**config.mk**
```make
export PLATFORM = sky130hd
export DESIGN_NAME = fpu_add_arbiter
export DESIGN_NICKNAME = d
export VERILOG_FILES = /design/src/rtl/fpu_add_arbiter.sv
export SDC_FILE = /design/constraint.sdc
export NUM_CORES = 1
export LEC_CHECK = 0
export ABC_AREA = 1
export CAP_MARGIN = 20
export CORE_AREA = 2 2 167 169
export DETAILED_ROUTE_END_ITERATION = 6
export DIE_AREA = 0 0 169 171
export RECOVER_POWER = 100
export SETUP_SLACK_MARGIN = 0.2
export SLEW_MARGIN = 20
export SYNTH_ARGS = -nofsm -noshare
export SYNTH_HDL_FRONTEND = slang
export SYNTH_SLANG_ARGS = --single-unit
```
**constraint.sdc**
```tcl
create_clock -name CLK -period 2 [get_ports CLK]
set_input_delay 0.4 -clock CLK [delete_from_list [all_inputs] [get_ports CLK]]
set_output_delay 0.4 -clock CLK [all_outputs]
set_load 0.01 [all_outputs]
```
**src/rtl/fpu_add_arbiter.sv**
```systemverilog
// Round-robin arbiter sharing one FP add/sub controller between NUM_REQ requesters.
// One operation in flight; the result is routed back to the granted requester, and a watchdog aborts a hung op.
module fpu_add_arbiter #(
   parameter int unsigned NUM_REQ        = 4,
   parameter int unsigned GW             = 2,
   parameter int unsigned TIMEOUT_CYCLES = 64
) (
   input  logic                  CLK,
   input  logic                  RSTn,
   input  logic [NUM_REQ-1:0]    req_valid,
   input  logic [NUM_REQ*32-1:0] req_data1,
   input  logic [NUM_REQ*32-1:0] req_data2,
   input  logic [NUM_REQ*3-1:0]  req_mode,
   output logic [NUM_REQ-1:0]    req_ready,
   output logic [NUM_REQ-1:0]    rsp_valid,
   output logic [31:0]           rsp_data,
   output logic [2:0]            rsp_exc,
   output logic                  rsp_timeout,
   output logic [31:0]           fpu_datain1,
   output logic [31:0]           fpu_datain2,
   output logic [2:0]            fpu_mode,
   output logic                  fpu_data_valid,
   input  logic [31:0]           fpu_dataout,
   input  logic                  fpu_dataout_valid,
   input  logic [2:0]            fpu_exc,
   output logic                  busy,
   output logic [GW-1:0]         grant_id,
   output logic                  timeout_err
);

   localparam int unsigned CW = $clog2(TIMEOUT_CYCLES);

   typedef enum logic [1:0] {
      S_IDLE,
      S_WAIT,
      S_RESP
   } state_t;

   state_t               state_q, state_d;
   logic [CW-1:0]        cnt_q, cnt_d;
   logic [GW-1:0]        last_grant_q, last_grant_d;
   logic [GW-1:0]        grant_id_q, grant_id_d;
   logic [NUM_REQ-1:0]   req_ready_q, req_ready_d;
   logic [NUM_REQ-1:0]   rsp_valid_q, rsp_valid_d;
   logic [31:0]          rsp_data_q, rsp_data_d;
   logic [2:0]           rsp_exc_q, rsp_exc_d;
   logic                 rsp_timeout_q, rsp_timeout_d;
   logic [31:0]          fpu_datain1_q, fpu_datain1_d;
   logic [31:0]          fpu_datain2_q, fpu_datain2_d;
   logic [2:0]           fpu_mode_q, fpu_mode_d;
   logic                 fpu_data_valid_q, fpu_data_valid_d;
   logic                 busy_q, busy_d;
   logic                 timeout_err_q, timeout_err_d;

   logic                 found;
   logic [GW-1:0]        pick;
   logic [GW-1:0]        idx;

   // Rotating priority: scan from last_grant+1 upward, wrapping.
   always_comb begin
      found = 1'b0;
      pick  = '0;
      idx   = '0;
      for (int unsigned k = 1; k <= NUM_REQ; k++) begin
         idx = GW'((32'(last_grant_q) + k) % NUM_REQ);
         if (!found && req_valid[idx]) begin
            found = 1'b1;
            pick  = idx;
         end
      end
   end

   always_comb begin
      state_d          = state_q;
      cnt_d            = cnt_q;
      last_grant_d     = last_grant_q;
      grant_id_d       = grant_id_q;
      req_ready_d      = '0;
      rsp_valid_d      = '0;
      rsp_data_d       = rsp_data_q;
      rsp_exc_d        = rsp_exc_q;
      rsp_timeout_d    = rsp_timeout_q;
      fpu_datain1_d    = fpu_datain1_q;
      fpu_datain2_d    = fpu_datain2_q;
      fpu_mode_d       = fpu_mode_q;
      fpu_data_valid_d = 1'b0;
      timeout_err_d    = timeout_err_q;

      case (state_q)
         S_IDLE: begin
            if (found) begin
               fpu_datain1_d      = req_data1[32*pick +: 32];
               fpu_datain2_d      = req_data2[32*pick +: 32];
               fpu_mode_d         = req_mode[3*pick +: 3];
               fpu_data_valid_d   = 1'b1;
               req_ready_d[pick]  = 1'b1;
               grant_id_d         = pick;
               last_grant_d       = pick;
               cnt_d              = '0;
               state_d            = S_WAIT;
            end
         end
         S_WAIT: begin
            cnt_d = cnt_q + CW'(1);
            // rsp_valid is registered on entry to RESP so it is visible during the RESP cycle.
            if (fpu_dataout_valid) begin
               rsp_data_d              = fpu_dataout;
               rsp_exc_d               = fpu_exc;
               rsp_timeout_d           = 1'b0;
               rsp_valid_d[grant_id_q] = 1'b1;
               state_d                 = S_RESP;
            end else if (cnt_q == CW'(TIMEOUT_CYCLES - 1)) begin
               rsp_data_d              = '0;
               rsp_exc_d               = '0;
               rsp_timeout_d           = 1'b1;
               timeout_err_d           = 1'b1;
               rsp_valid_d[grant_id_q] = 1'b1;
               state_d                 = S_RESP;
            end
         end
         S_RESP: begin
            state_d = S_IDLE;
         end
         default: begin
            state_d = S_IDLE;
         end
      endcase

      busy_d = (state_d != S_IDLE);
   end

   always_ff @(posedge CLK) begin
      if (!RSTn) begin
         state_q          <= S_IDLE;
         cnt_q            <= '0;
         last_grant_q     <= GW'(NUM_REQ - 1);
         grant_id_q       <= '0;
         req_ready_q      <= '0;
         rsp_valid_q      <= '0;
         rsp_data_q       <= '0;
         rsp_exc_q        <= '0;
         rsp_timeout_q    <= 1'b0;
         fpu_datain1_q    <= '0;
         fpu_datain2_q    <= '0;
         fpu_mode_q       <= '0;
         fpu_data_valid_q <= 1'b0;
         busy_q           <= 1'b0;
         timeout_err_q    <= 1'b0;
      end else begin
         state_q          <= state_d;
         cnt_q            <= cnt_d;
         last_grant_q     <= last_grant_d;
         grant_id_q       <= grant_id_d;
         req_ready_q      <= req_ready_d;
         rsp_valid_q      <= rsp_valid_d;
         rsp_data_q       <= rsp_data_d;
         rsp_exc_q        <= rsp_exc_d;
         rsp_timeout_q    <= rsp_timeout_d;
         fpu_datain1_q    <= fpu_datain1_d;
         fpu_datain2_q    <= fpu_datain2_d;
         fpu_mode_q       <= fpu_mode_d;
         fpu_data_valid_q <= fpu_data_valid_d;
         busy_q           <= busy_d;
         timeout_err_q    <= timeout_err_d;
      end
   end

   assign req_ready      = req_ready_q;
   assign rsp_valid      = rsp_valid_q;
   assign rsp_data       = rsp_data_q;
   assign rsp_exc        = rsp_exc_q;
   assign rsp_timeout    = rsp_timeout_q;
   assign fpu_datain1    = fpu_datain1_q;
   assign fpu_datain2    = fpu_datain2_q;
   assign fpu_mode       = fpu_mode_q;
   assign fpu_data_valid = fpu_data_valid_q;
   assign busy           = busy_q;
   assign grant_id       = grant_id_q;
   assign timeout_err    = timeout_err_q;

endmodule
```
### Word level (Yosys, flattened, before mapping)

Cells that the tools add are included.

| storage, ports and cells | value |
|---|---|
| register bits | 126 |
| bits of input ports | 310 |
| output and inout port bits | 116 |
| logic and storage cells | 90 |

| cells by class | value |
|---|---|
| $add $sub $neg | 5 |
| multipliers | 1 |
| magnitude comparators | 8 |
| equality and inequality tests | 3 |
| shift operators | 3 |
| mux-type cells | 35 |
| bitwise gates (word level) | 1 |
| reduce and logical (&&, ||, !) cells | 19 |

Operators with widths:

| operator | number |
|---|---|
| $shiftx A128 B8 Y32 | 2 |
| $mux W32 | 2 |
| $lt A2 B3 Y1 const B | 6 |
| $mux W2 | 7 |
| $mux W1 | 13 |
| $pmux W6 S2 | 1 |
| $shiftx A12 B5 Y3 | 1 |
| $reduce_and A2 Y1 | 5 |
| $bmux W1 S2 | 4 |
| $mux W4 | 2 |
| $add A6 B1 Y6 const B | 1 |
| $eq A6 B6 Y1 const B | 1 |
| $mux W3 | 2 |
| $mux W6 | 1 |
| $reduce_and A3 Y1 | 2 |
| $reduce_bool A2 Y1 | 3 |
| $logic_and A1 B1 Y1 | 5 |
| $add A2 B1 Y2 const B | 2 |
| $add A2 B2 Y2 const B | 2 |
| $demux W1 S2 | 2 |
| $ge A2 B1 Y1 const B | 2 |
| $mul A2 B2 Y4 const A | 1 |
| $pmux W2 S2 | 1 |
| $logic_not A1 Y1 | 3 |
| 4 further kinds | 4 |

### Logic depth before layout (Yosys ltp)

Gate-level depths: netlist (run 1).

| logic depth | value |
|---|---|
| word-level depth | 17 |
| mapped depth | 16 |
| depth with buffers taken out | 15 |

### Worst setup path before layout (run 1)

No wires, ideal clock.

| timing | value |
|---|---|
| kind | reg2reg |
| start | reg last_grant_q[0] |
| end | reg fpu_datain1_q[12] (netlist: fpu_datain1[12]) |
| library setup time | 0.117 ns |
| arrival | 1.696 ns |
| data required time | 1.883 ns |
| setup slack | 0.187 ns |
| cell stages (with the launch flop) | 16 |
| buffers on the path | 2 |
| clock period less this slack | 1.813 ns |
| path through | dfxtp_1 > inv_2 > nand2_1 > nand2_2 > nand2_2 > nand2_1 > nor2_2 > nand3_2 > nand2_2 > nand2_4 > buf_12 > buf_4 > nand3_1 > nand2_1 > nor2_1 > nor2_1 |

| on the way | value |
|---|---|
| longest elaborated chain between the ends | 14 |
| elaborated cells on any way between the ends | 28 |
| those cells by class | 4 x add/sub; 1 x shift; 16 x mux; 7 x reduce/logical |

Ends and longest elaborated chain:

| element | RTL line | RTL |
|---|---|---|
| start: declaration | 41 | `logic [GW-1:0] last_grant_q, last_grant_d;` |
| start signal: assignment | 136 | `last_grant_q <= GW'(NUM_REQ - 1);` |
| start signal: assignment | 152 | `last_grant_q <= last_grant_d;` |
| $add A2 B1 Y2 | 65 | `idx = GW'((32'(last_grant_q) + k) % NUM_REQ);` |
| $bmux W1 S2 | 66 | `if (!found && req_valid[idx]) begin` |
| $mux W1 (not written as such) | 66 |  |
| $mux W1 | 66 |  |
| $logic_not A1 Y1 | 66 |  |
| $logic_and A1 B1 Y1 | 66 |  |
| $mux W1 | 66 |  |
| $logic_not A1 Y1 | 66 |  |
| $logic_and A1 B1 Y1 | 66 |  |
| $mux W1 | 66 |  |
| $logic_not A1 Y1 | 66 |  |
| $logic_and A1 B1 Y1 | 66 |  |
| $mux W2 / $mux W1 (equally long branches) | 66 |  |
| $shiftx A128 B8 Y32 / $reduce_and A2 Y1 (equally long branches) | - |  |
| end signal: assignment | 159 | `fpu_datain1_q <= fpu_datain1_d;` |
| end: declaration | 48 | `logic [31:0] fpu_datain1_q, fpu_datain1_d;` |

Several ways; a longest one is shown, not always the timed one. The select of a mux whose other input is x is not followed.
A chain may end at the register's enable or synchronous reset.

### Worst setup path in the final report (run 1)

| timing | value |
|---|---|
| start | reg last_grant_q[0] |
| end | reg fpu_datain2_q[30] (netlist: fpu_datain2[30]) |

| on the way | value |
|---|---|
| longest elaborated chain between the ends | 14 |
| elaborated cells on any way between the ends | 28 |
| those cells by class | 4 x add/sub; 1 x shift; 16 x mux; 7 x reduce/logical |

Ends and longest elaborated chain:

| element | RTL line | RTL |
|---|---|---|
| $add A2 B1 Y2 | 65 |  |
| $bmux W1 S2 | 66 |  |
| $mux W1 (not written as such) | 66 |  |
| $mux W1 | 66 |  |
| $logic_not A1 Y1 | 66 |  |
| $logic_and A1 B1 Y1 | 66 |  |
| $mux W1 | 66 |  |
| $logic_not A1 Y1 | 66 |  |
| $logic_and A1 B1 Y1 | 66 |  |
| $mux W1 | 66 |  |
| $logic_not A1 Y1 | 66 |  |
| $logic_and A1 B1 Y1 | 66 |  |
| $mux W2 / $mux W1 (equally long branches) | 66 |  |
| $shiftx A128 B8 Y32 / $reduce_and A2 Y1 (equally long branches) | - |  |
| end signal: assignment | 160 | `fpu_datain2_q <= fpu_datain2_d;` |
| end: declaration | 49 | `logic [31:0] fpu_datain2_q, fpu_datain2_d;` |

Several ways; a longest one is shown, not always the timed one. The select of a mux whose other input is x is not followed.

==> results of run 1 <==
-- cell type report --
cell class	count	area (um2)	share of cell area
Antenna cell	3	7.51	0.000518
Clock buffer	18	429	0.0296
Clock inverter	14	160	0.0110
Inverter	26	115	0.00794
Multi-Input combinational cell	822	4420	0.305
Sequential cell	126	2530	0.175
Tap cell	346	433	0.0299
Timing Repair Buffer	566	6400	0.442
-- worst paths after layout --
path | to
worst min-delay path | cnt_q[0]
worst min register to register | cnt_q[0]
worst max-delay path | fpu_datain2[30]
worst max register to register | fpu_datain2[30]
-- flip-flops by register name, indices dropped and copies added (netlist names), 2 cells and up --
name          flops
req_ready         4
rsp_valid         4
fpu_mode          3
rsp_data         32
rsp_exc           3
fpu_datain1      32
fpu_datain2      32
cnt_q             6
grant_id          2
state_q           2
last_grant_q      2
-- cells in the final DEF, fill, tap and decap left out, types with 5 or more instances in the layout --
cell | synthesis | final
clkdlybuf4s50_1 | 0 | 412
nand3_1 | 235 | 181
nand2_1 | 178 | 155
nor2_1 | 150 | 139
dfxtp_1 | 126 | 123
nand4_1 | 112 | 112
o21ai_0 | 69 | 66
nand3_2 | 12 | 62
buf_4 | 5 | 60
a21oi_1 | 47 | 45
buf_12 | 1 | 40
clkbuf_16 | 0 | 23
nand2_2 | 4 | 20
inv_1 | 20 | 19
buf_16 | 0 | 17
buf_6 | 10 | 11
nor2_2 | 2 | 9
nor2_4 | 3 | 7
nand2_4 | 1 | 7
clkbuf_1 | 33 | 6
bufbuf_16 | 0 | 5
dlygate4sd2_1 | 0 | 5
-- cell families after synthesis --
family                   after synthesis  synth area share
AND/OR/NAND/NOR                      702             0.467
buffers and inverters                130            0.0942
flip-flops                           126             0.353
AO/OA/AOI/OAI                        119            0.0844
adder cells (fa/ha/maj)                1           0.00175
-- repair_timing --
item                       4_1_cts  5_1_grt
hold endpoints to repair         0        0
setup endpoints to repair       86      126
gates resized for setup        117       57
gates cloned                    20        6
pin swaps                       33       41
buffers inserted                26        8
-- routing by layer --
layer,GRT usage,part of all wire
met1,0.280,0.39
met2,0.425,0.48
met3,0.0715,0.083
met4,0.119,0.040
met5,0,0
-- power by group --
part	internal (mW)	leakage [nW]	switching, mW
Sequential	3.25	1.04	0.361
Clock	1.87	0.285	1.34
Combinational	11.7	4.61	11.5
Total	16.8	5.93	13.3
-- worst reg2reg max path, delay by kind of cell, from the launching register on --
| family | cells | cell delay [ps] |
|---|---|---|
| DFF | 1 | 410 |
| buffers and inverters | 3 | 470 |
| and+or+nand+nor | 12 | 1080 |
-- through the flow --
step,TNS [ps],cells,instance area [um2],util
CTS,-106,1904,14100,0.517
global route,-11020,1921,14500,0.531
floorplan,0,1078,7150,-
detailed placement,-34710,1826,12200,0.448
finish,-2670,1921,14500,0.531
global placement,-30120,1826,12200,0.448
==> summary.md, run 1 <==
| Metric | Value |
|---|---|
| Most frequent cell after synthesis | nand3_1 |
| Slew Viols, Final | 0 |
| FF+latch count, synth | 126 |
| Initial antenna violation count | 3 |
| Final Total Pwr | 30.1 mW |
| # IOs | 426 |
| Global-route wire length before repair | 54,400 um |
| CTS max path bufs | 2 |
| GRT Total Usage | 0.246 |
| Clock latency at the later pin of the worst-skew pair | 410 ps |
| Net count after synthesis | 1,389 |
| Fin crit period | 2100 ps |
| Sequential share of the synthesized area | 0.353 |
| Area grow syn2layout | 103% |
| Worst endpoint data arrival time | 2410 ps |
| Ys async rst share | 0 |
| Yosys top cell by area | dfxtp_1 |
| Fill cells | 2,607 |
| Max-Cap Viols | 0 |
| Top cell type's share of synthesized area | 0.353 |
| Crit Path Category | flip-flop to flip-flop |
| Vias in the first global route | 9,552 |
| Initial DRT Pass Iterations | 5 |
| RSZ-0062 raised after global routing | true |
| Num CTS Buffers | 17 |
| Final ANT Viol Nets | 0 |
| Worst setup EP type | flip-flop |
| Final Skew | 10.8 ps |
| Cells after synthesis | 1,078 |
| Final HPWL DP | 25,000 um |
| Crit start category | flip-flop |
| Worst vdd ir | 1390 uV |
| Hold/Removal Path Class | primary input to flip-flop |
| Leakage power | 5.93 nW |
| DRC errors left | 0 |
| Slowest cell delay on critical path | 410 ps |
| Critical path's top delay family | simple AND/OR/NAND/NOR gates |
| Crit Reg-Reg Startpoint | last_grant_q[0] |
| Hold-fix buffer count after cts | 0 |
| WP depth | 15 |
| Die area | 0.0289 mm2 |
| Final hold vios | 0 |
| Hold path depth | 3 |
| Post-Place Worst Slack | -558 ps |
| CP Buf/Inv Count | 3 |
| Hold_ws | 414 ps |
| Layout cells sized above 1 | 0.189 |
| R2R depth | 15 |
| Final setup violation count | 60 |
| Clock transition at path regs | 60 ps |
| IO buf count | 425 |
| Crit path launch | last_grant_q[0] |
| Final period util | 1.05 |
| Worst slew margin | 0.768 |
| Max Fclk | 476 MHz |
| Worst setup margin | -100 ps |
| Overflow after GRT | 0 |
| CTS tree | yes |
| Netlist cell types | 24 |
| Ys Warns | 0 |
| Most frequent CP cell | nand2_1 |
| Post-synth EDFFs | 0 |
| WL final | 37,600 um |
| GPL Wtd Cong | 0.857 |
| DR iter-0 viols | 576 |
| Crit path required time | 2310 ps |
| Vias per inst | 5.12 |
| CP Max Fanout | 7 |
| Via count | 9,835 |
| Root Driver | clkbuf_16 |
| Worst hold start | RSTn |
| Largest net degree at the start of global routing | 42 |
| Syn Area/Cell | 6.63 um2 |
| Nets@finish | 1,870 |
| Placeable Area | 0.0273 mm2 |
| Die height | 171 um |
| Synth top cells by count | nand3_1 (235), nand2_1 (178), nor2_1 (150), dfxtp_1 (126), nand4_1 (112) |
| Predominant post-synthesis flop cell | dfxtp_1 |
| Clock sink count | 126 |
| Synth area leaders | dfxtp_1 (35%), nand3_1 (16%), nand4_1 (9.8%) |
| Reg2reg setup slack | -100 ps |
| Die X | 169 um |
| Max H-tree Level | 4 |
| Number of cell rows | 61 |
| Worst Max-Slew Pin Slew | 347 ps |
| Critical path, cell by cell | inv_8 -> nand2_1 -> nand2_2 -> nand2_1 -> nand2_1 -> nand2_1 -> nand2_2 -> nor2_4 -> nand2_4 -> buf_4 -> bufbuf_16 -> nand4_1 -> nand3_2 -> nor2_4 -> nor2_1 |
| Initial Utilization | 0.262 |
| Critical-path top delay cell | dfxtp_4 |
| Routed WL per cell | 19.6 um |
| Post-Syn Area | 0.00715 mm2 |
| PD cells | 2080 mW/mm2 |
| Status | finished, violations left |
| Failing checks | setup timing |
Power figures use the tool's default switching activity.
==> inputs of run 2 (changes only) <==
==> constraint.sdc (replaced) <==
create_clock -name CLK -period 2 [get_ports CLK]
set_input_delay 0.4 -clock CLK [delete_from_list [all_inputs] [get_ports CLK]]
set_output_delay 0.4 -clock CLK [all_outputs]
set_load 0.1 [all_outputs]
==> summary.md, run 2 (synthesis gave the netlist of run 1 again) <==
| Metric | Value |
|---|---|
| Clock latency at the later pin of the worst-skew pair | 410 ps (about the same) |
| Final ANT Viol Nets | 0 (unchanged) |
| Worst vdd ir | 1030 uV (was 1390 uV) |
| Final hold vios | 0 (unchanged) |
| Commonest cells after routing, fill and taps aside | clkdlybuf4s50_1 (305), nand3_1 (212), nand2_1 (153), nor2_1 (135), dfxtp_1 (124) (was clkdlybuf4s50_1 (412), nand3_1 (181), nand2_1 (155), nor2_1 (139), dfxtp_1 (123)) |
| CTS max path bufs | 2 (unchanged) |
| Initial Utilization | 0.262 (unchanged) |
| Die area | 0.0289 mm2 (unchanged) |
| Max Fclk | 480 MHz (was 476 MHz) |
| Die X | 169 um (unchanged) |
| Worst slew margin | 0.591 (was 0.768) |
| Root Driver | clkbuf_16 (unchanged) |
| Global-route wire length before repair | 50,300 um (was 54,400 um) |
| DRC errors left | 0 (unchanged) |
| Worst setup EP type | flip-flop (unchanged) |
| DR iter-0 viols | 570 (was 576) |
| Final Skew | 17.0 ps (was 10.8 ps) |
| Hold/Removal Path Class | primary input to flip-flop (unchanged) |
| Vias in the first global route | 8,859 (was 9,552) |
| Overflow after GRT | 0 (unchanged) |
| Placed inst area | 0.0120 mm2 (was 0.0122 mm2) |
| Crit Reg-Reg Startpoint | last_grant_q[0] (unchanged) |
| Crit start category | primary input (was flip-flop) |
| Routed WL per cell | 19.4 um (was 19.6 um) |
| Crit path required time | 2290 ps (was 2310 ps) |
| Initial DRT Pass Iterations | 5 (unchanged) |
| Max H-tree Level | 4 (unchanged) |
| Worst endpoint data arrival time | 2370 ps (was 2410 ps) |
| R2r endpoint | fpu_datain1[4] (was fpu_datain2[30]) |
| Clock sink count | 126 (unchanged) |
| Placeable Area | 0.0273 mm2 (unchanged) |
| Initial antenna violation count | 6 (was 3) |
| IO buf count | 425 (unchanged) |
| Slew Viols, Final | 0 (unchanged) |
| Status | finished, violations left (unchanged) |
| Failing checks | setup timing (unchanged) |
| Layout cells sized above 1 | 0.240 (was 0.189) |
| Worst setup margin | -81.2 ps (was -100 ps) |
| Reg2reg setup slack | -80 ps (was -100 ps) |
| WL final | 37,100 um (was 37,600 um) |
| Nets@finish | 1,860 (was 1,870) |
| Worst hold start | RSTn (unchanged) |
| Num CTS Buffers | 17 (unchanged) |
| Largest net degree at the start of global routing | 58 (was 42) |
| Vias per inst | 5.04 (was 5.12) |
| Fin cells | 1,912 (was 1,921) |
| # IOs | 426 (unchanged) |
| RSZ-0062 raised after global routing | true (unchanged) |
| GPL Wtd Cong | 0.856 (was 0.857) |
| Area grow syn2layout | 91.5% (was 103%) |
| Most common cell after layout, fill and taps aside | clkdlybuf4s50_1 (unchanged) |
| Leakage power | 5.88 nW (was 5.93 nW) |
| Number of cell rows | 61 (unchanged) |
| Max-Cap Viols | 0 (unchanged) |
| Hold path depth | 3 (unchanged) |
| PD cells | 2420 mW/mm2 (was 2080 mW/mm2) |
| Post-Place Worst Slack | -579 ps (was -558 ps) |
| Hold-fix buffer count after cts | 0 (unchanged) |
| GRT Total Usage | 0.226 (was 0.246) |
| Clock transition at path regs | 60 ps (about the same) |
| Worst Max-Slew Pin Slew | 617 ps (was 347 ps) |
| Fin crit period | 2080 ps (was 2100 ps) |
| Sink of the worst hold path | fpu_mode[1] (was cnt_q[0]) |
| R2R depth | 15 (unchanged) |
| Placed Instances | 1,826 (unchanged) |
| Die height | 171 um (unchanged) |
| Crit Path Category | primary input to flip-flop (was flip-flop to flip-flop) |
| Final period util | 1.04 (was 1.05) |
| Hold_ws | 441 ps (was 414 ps) |
| Via count | 9,633 (was 9,835) |
| Finished Cell Area | 0.0137 mm2 (was 0.0145 mm2) |
| CP Max Fanout | 11 (was 7) |
| Final HPWL DP | 24,500 um (was 25,000 um) |
| Final setup violation count | 42 (was 60) |
| CTS tree | yes (unchanged) |
==> run 2: cell types whose count changed in the layout (fill, tap and decap cells not counted), sizes merged <==
cell           previous run  this run
diode                     3         4
clkdlybuf4s50           412       305
buf                     131       115
clkinv                    6         3
inv                      30        29
bufbuf                    5         1
nand2                   183       184
dlygate4sd2               5         0
dlymetal6s2s              2         3
clkinvlp                  2         3
clkbuf                   29       152
==> run 2: worst max path at each step <==
stage / from / slack [ps] / end / depth (start not counted)
floorplan: last_grant_q[1] / 230 / fpu_datain1[12] / 15
global placement: req_valid[2] / -520 / fpu_datain1[4] / 14
detailed placement: req_valid[3] / -580 / fpu_datain1[4] / 14
global route: last_grant_q[0] / -170 / fpu_datain1[20] / 16
CTS: last_grant_q[0] / -40 / fpu_datain1[4] / 15
finish: req_valid[0] / -80 / fpu_datain1[4] / 14
==> run 2: layout make-up <==
class	instances	area, um2
Antenna cell	4	10.0
Timing Repair Buffer	555	5690
Sequential cell	126	2530
Fill cell	2682	13600
Tap cell	346	433
Clock buffer	21	480
Inverter	26	105
Multi-Input combinational cell	823	4310
Clock inverter	11	128
==> run 2: worst max-delay path, stage by stage <==
cell and delay [ps]:
clkdlybuf4s50_1 520, nand2_2 100, nand3_1 90, nand2_2 70
nand2_2 80, nand2_4 70, nor2_4 160, nand2_8 110
buf_12 170, buf_12 150, nand4_1 100, nand3_2 150
nor2_2 130, nor2_1 50
==> run 2: power by group <==
group	switching (mW)	internal (mW)	total, mW
combinational	15.8	10.4	26.2
clock	1.25	1.98	3.23
sequential	0.355	3.25	3.60
==> run 2: what timing repair did <==
action                                  CTS  global route
pin swaps                                23            43
endpoints found under the setup margin   78           120
gates resized for setup                  46            82
setup buffers                            14             9
gates cloned                              8            19
==> run 2: metal layers <==
metal	vias up	GRT usage	wire length, um
li1	4711	-	-
met1	4440	0.270	15700
met2	410	0.384	17700
met3	68	0.0671	2670
met4	4	0.0803	1010
met5	-	0	25
==> run 2: through the flow <==
stage	TNS [ps]	utilization	power, mW
final	-1040	0.501	33.1
after global routing	-8270	0.501	34.9
after CTS	-591	0.483	29.9
after detailed placement	-31680	0.437	23.5
after global placement	-29460	0.437	23.3
after floorplan	0	-	17.2
==> variant 1 (flow settings as in run 1) <==
Re-encode `state_t` (3 states) as one-hot, 3 bits wide.
--- a/src/rtl/fpu_add_arbiter.sv
+++ b/src/rtl/fpu_add_arbiter.sv
@@ -32,6 +32,6 @@
 
-   typedef enum logic [1:0] {
-      S_IDLE,
-      S_WAIT,
-      S_RESP
+   typedef enum logic [2:0] {
+      S_IDLE = 3'b001,
+      S_WAIT = 3'b010,
+      S_RESP = 3'b100
    } state_t;
Check against the original RTL: no difference found for any inputs over 4 cycles, from zero or initial values and one cycle with RSTn low; so few cycles prove little.
==> variant 1 against run 1 <==
- largest power group unchanged
- the run still ends with negative setup slack left
- sequential share of layout area increased by 0.63 points
- final area down 2.8%
- critical endpoint is now fpu_datain1[6]
- sequential cell count rose by 1
- largest cell class unchanged
- worst setup slack improved by 29 ps
- wire length is 9.5% lower
- critical path type unchanged
- synthesized area is 2.3% higher
- total power shrank 9.7%
- fmax increased by 1.4%
==> variant 1: results (changes against run 1) <==
[timing]
setup_slack_ps=-71.1  ; was -100 ps
clock_skew_ps=20.7  ; was 10.8 ps
setup_viol_count_final=61  ; was 60
slew_headroom_pct=73.2  ; was 76.8%

[global_routing]
antenna_found_initial=0  ; was 3
grt_use_total_pct=21.2  ; was 24.6%
grt_max_degree=43  ; was 42
grt_pass1_vias=8741  ; was 9552
grt_pass1_wl_um=47400  ; was 54400 um

[synthesis]
ys_warn_count=0  ; unchanged
synth_area_leaders=dfxtp_1, nand2_1, nand3_1  ; was dfxtp_1, nand3_1, nand4_1
synth_common_cells=nand2_1, nand3_1, nor2_1, dfxtp_1, inv_1  ; was nand3_1, nand2_1, nor2_1, dfxtp_1, nand4_1
yosysSeqAreaShare_pct=34.8  ; was 35.3%
synth_nets=1527  ; was 1389
avgSynthCellArea_um2=6.02  ; was 6.63 um^2
synth_cell_types=27  ; was 24

[place]
dpl_cell_area_um2=12200  ; about the same
place_hpwl_um=22700  ; was 25000 um
gp_congestion=0.879  ; was 0.857

[outcome]
outcome=complete, but fails checks  ; unchanged
violations=negative setup slack  ; unchanged

[clocking]
cts_root_buffer=clkbuf_16  ; unchanged
clk_latency_ps=430  ; was 410 ps
h-tree-depth=4  ; unchanged

[route]
firstDrtPassIters=5  ; unchanged
num_vias=9558  ; was 9835
wire_per_inst_um=16.8  ; was 19.6 um
drt_iter0_markers=534  ; was 576

[final_layout]
final_layout_size_suffix_gt1_share_pct=15.7  ; was 18.9%
diodes=0  ; was 3
n_fill_cell=2706  ; was 2607
final_cells=2028  ; was 1921

[worst_setup_path]
critical_path_arrival_ps=2440  ; was 2410 ps
max_stage_delay_ps=370  ; was 410 ps
cp_max_fo=9  ; was 7

[pwr]
p_leak_nw=6.52  ; was 5.93 nW
ir_drop_uv=1280  ; was 1390 uV

[min_path]
hold_path.class=flop to flop  ; was input pin to flop

==> variant 1: cell types whose count changed in the layout (fill, tap and decap cells not counted), moves of 35 or more <==
cell	delta
clkdlybuf4s50_1	-103
nand4_1	-111
inv_1	+35
dlygate4sd3_1	+105
nand2_1	+248
nand3_2	-35
o21ai_0	-46
==> variant 1: logic make-up after synthesis <==
logic type	count (synthesis)	synth area share [%]
AO/OA/AOI/OAI	81	5.64
AND/OR/NAND/NOR	856	49.3
adder cells (fa/ha/maj)	1	0.171
flip-flops	127	34.8
buffers and inverters	151	10.1
==> variant 1: worst paths after layout <==
check | from | to | slack (ps) | depth (start not counted)
setup / recovery | last_grant_q[0] | fpu_datain1[6] | -70 | 17
hold / removal | timeout_err | timeout_err | 450 | 2
setup reg to reg | last_grant_q[0] | fpu_datain1[6] | -70 | 17
hold reg to reg | timeout_err | timeout_err | 450 | 2
==> variant 1: repair_timing <==
item,CTS,global route
cloned,4,18
pin swaps,16,5
setup buffers,12,6
endpoints found under the setup margin,92,113
resized for setup,71,143
==> variant 1: area by class of cell <==
| type | count | share of cell area (%) |
|---|---|---|
| clock inverters | 15 | 1.17 |
| multi-input cells | 939 | 32.0 |
| inverters | 66 | 2.04 |
| repair inverters | 1 | 0.115 |
| repair buffers | 517 | 40.5 |
| well taps | 346 | 3.07 |
| clock buffers | 17 | 3.02 |
| flip-flops and latches | 127 | 18.1 |
==> variant 1: routing by layer <==
| metal | GRT usage (%) | wire, um | up-vias |
|---|---|---|---|
| met5 | 0 | 0 | - |
| met4 | 6.17 | 635 | 0 |
| met3 | 5.53 | 2310 | 39 |
| met2 | 37.0 | 16600 | 356 |
| met1 | 25.7 | 14500 | 4377 |
| li1 | - | - | 4786 |
==> variant 1: stage by stage <==
stage / setup TNS [ps] / setup slack (ps) / utilization (%) / hold WS, ps
floorplan: 0 / 175 / - / 439
global placement: -38110 / -570 / 44.7 / 438
detailed placement: -41710 / -618 / 44.7 / 442
CTS: -2.77 / -2.77 / 48.4 / 452
global route: -10760 / -184 / 51.5 / 469
finish: -2170 / -71.1 / 51.5 / 446
==> variant 1: worst max-delay path: cells and delay by family (launching register included) <==
kind	cells	cell delay, ps
AND/OR/NAND/NOR	11	870
flip-flops	1	370
buffers and inverters	6	750
==> variant 1: power breakdown <==
part / internal (mW) / total (mW) / switching [mW]
clock: 1.68 / 3.13 / 1.46
combinational: 9.30 / 20.5 / 11.2
sequential: 3.24 / 3.58 / 0.342
==> variant 2 (config.mk and constraints of run 1) <==
Made on the original files. The parameter `NUM_REQ` goes from 4 to 2.
--- a/src/rtl/fpu_add_arbiter.sv
+++ b/src/rtl/fpu_add_arbiter.sv
@@ -3,3 +3,3 @@
 module fpu_add_arbiter #(
-   parameter int unsigned NUM_REQ        = 4,
+   parameter int unsigned NUM_REQ        = 2,
    parameter int unsigned GW             = 2,
Ports: changed (6 resized); port bits go from 426 to 286. No check against the original RTL was run, so the function may have changed too.
==> variant 2 against run 1 <==
- final area down 39%
- count of clock-buffer cells in the layout up 5
- wire length down 52%
- synthesized area down 30%
- total power down 74%
- clock power up 6.5%
- sequential cell count down 6
- highest routed layer unchanged
- largest power group is now clock
- critical path type is now flop to output port
- worst setup slack better by 300 ps
==> variant 2: results (changes against run 1) <==
[global_routing]
grt_pass1_vias=5125  ; was 9552
grt_use_total_pct=12.1  ; was 24.6%
antenna_found_initial=1  ; was 3
grt_max_degree=69  ; was 42
grt_pass1_wl_um=27300  ; was 54400 um

[timing]
slew_headroom_pct=56.3  ; was 76.8%
hold_ws_ps=453  ; was 414 ps
setup_viol_count_final=0  ; was 60

[worst_setup_path]
crit_slowest_cell=dlygate4sd3_1  ; was dfxtp_4
r2r_start=state_q[0]  ; was last_grant_q[0]
reg2regPathDepth=6  ; was 15
max_stage_delay_ps=650  ; was 410 ps
critical_path_arrival_ps=1400  ; was 2410 ps
rrSetupSlack_ps=380  ; was -100 ps
critical-path-top-delay-family=buffers and inverters  ; was simple AND/OR/NAND/NOR gates

[route]
wire_per_inst_um=13.8  ; was 19.6 um
drt_iter0_markers=209  ; was 576
firstDrtPassIters=4  ; was 5
num_vias=5430  ; was 9835

[outcome]
outcome=complete, no violations  ; was complete, but fails checks

[min_path]
min_from=timeout_err  ; was RSTn
hold_path.class=flop to flop  ; was input pin to flop

[synthesis]
synth_common_cells=nand2_1, dfxtp_1, a21oi_1, nor2_1, o21ai_0  ; was nand3_1, nand2_1, nor2_1, dfxtp_1, nand4_1
ys_ff_latch=120  ; was 126
synth_cell_types=22  ; was 24
synth_nets=863  ; was 1389
synth_top_flop_cell=dfxtp_1  ; unchanged
yosysSeqAreaShare_pct=48.1  ; was 35.3%
synth_area_leaders=dfxtp_1, nand2_1, a21oi_1  ; was dfxtp_1, nand3_1, nand4_1

[place]
place_hpwl_um=12300  ; was 25000 um
gp_congestion=0.751  ; was 0.857
port-buffer-count=284  ; was 425

[pwr]
ir_drop_uv=484  ; was 1390 uV
p_leak_nw=3.65  ; was 5.93 nW

[final_layout]
final_layout_size_suffix_gt1_share_pct=5.89  ; was 18.9%
final_nets=1130  ; was 1870

## variant 2: cell types whose count changed after synthesis, moves of 14 or more
cell	run 1	this run
clkbuf_1	33	19
nand2_1	178	193
nor2_1	150	77
a21oi_1	47	109
nand4_1	112	2
nand3_1	235	40
buf_2	51	13
## variant 2: worst min-delay path by stage
stage	cells past startpoint	endpoint
3_5_place_dp	2	rsp_timeout
5_1_grt	4	rsp_timeout
2_1_floorplan	2	last_grant_q[0]
3_3_place_gp	2	timeout_err
6_report	2	timeout_err
4_1_cts	4	rsp_timeout
## variant 2: routing by layer
metal	part of all wire, %	wire (um)	global-route usage [%]
met1	42	7520	14.0
met2	48	8670	20.2
met3	8.9	1620	5.16
met4	1.7	299	4.05
met5	0	0	0
## variant 2: metrics by stage
step / std cells / instance area (um^2) / setup slack, ps
5_1_grt: 1314 / 8810 / 121
4_1_cts: 1313 / 8820 / 205
2_1_floorplan: 688 / 4990 / 686
3_3_place_gp: 1281 / 8170 / 91.9
6_report: 1315 / 8810 / 199
3_5_place_dp: 1281 / 8170 / 78.7
## variant 2: what timing repair did
item	CTS	global route
endpoints found under the setup margin	2	39
buffers inserted	0	0
pin swaps	0	1
gates resized for setup	2	3
hold buffers	0	0
gates cloned	0	1
hold endpoints to repair	0	0
## variant 2: cells by family (layout without fill, tap and decap cells)
family	after synthesis	after routing	share of synthesized area, %
and+or+nand+nor	319	320	26.0
other	1	2	0.0752
buffers and inverters	65	344	7.17
AOI/OAI and AO/OA	182	182	18.4
DFF	120	120	48.1
adders and majority gates	1	1	0.251
## variant 2: power breakdown
| part | leakage, nW | switching, mW | internal, mW | total (mW) |
|---|---|---|---|---|
| clock network | 0.316 | 1.16 | 2.26 | 3.42 |
| registers | 0.988 | 0.105 | 2.63 | 2.73 |
| logic | 2.35 | 0.796 | 0.858 | 1.65 |
| total | 3.65 | 2.06 | 5.75 | 7.81 |
## variant 2: final cells by class
type	instances	area, um^2
diodes	1	2.50
clock buffers	23	498
clock inverters	9	161
fillers	2940	18500
inverters	14	52.6
multi-input cells	504	2240
flip-flops and latches	120	2400
well taps	346	433
repair buffers	298	3020
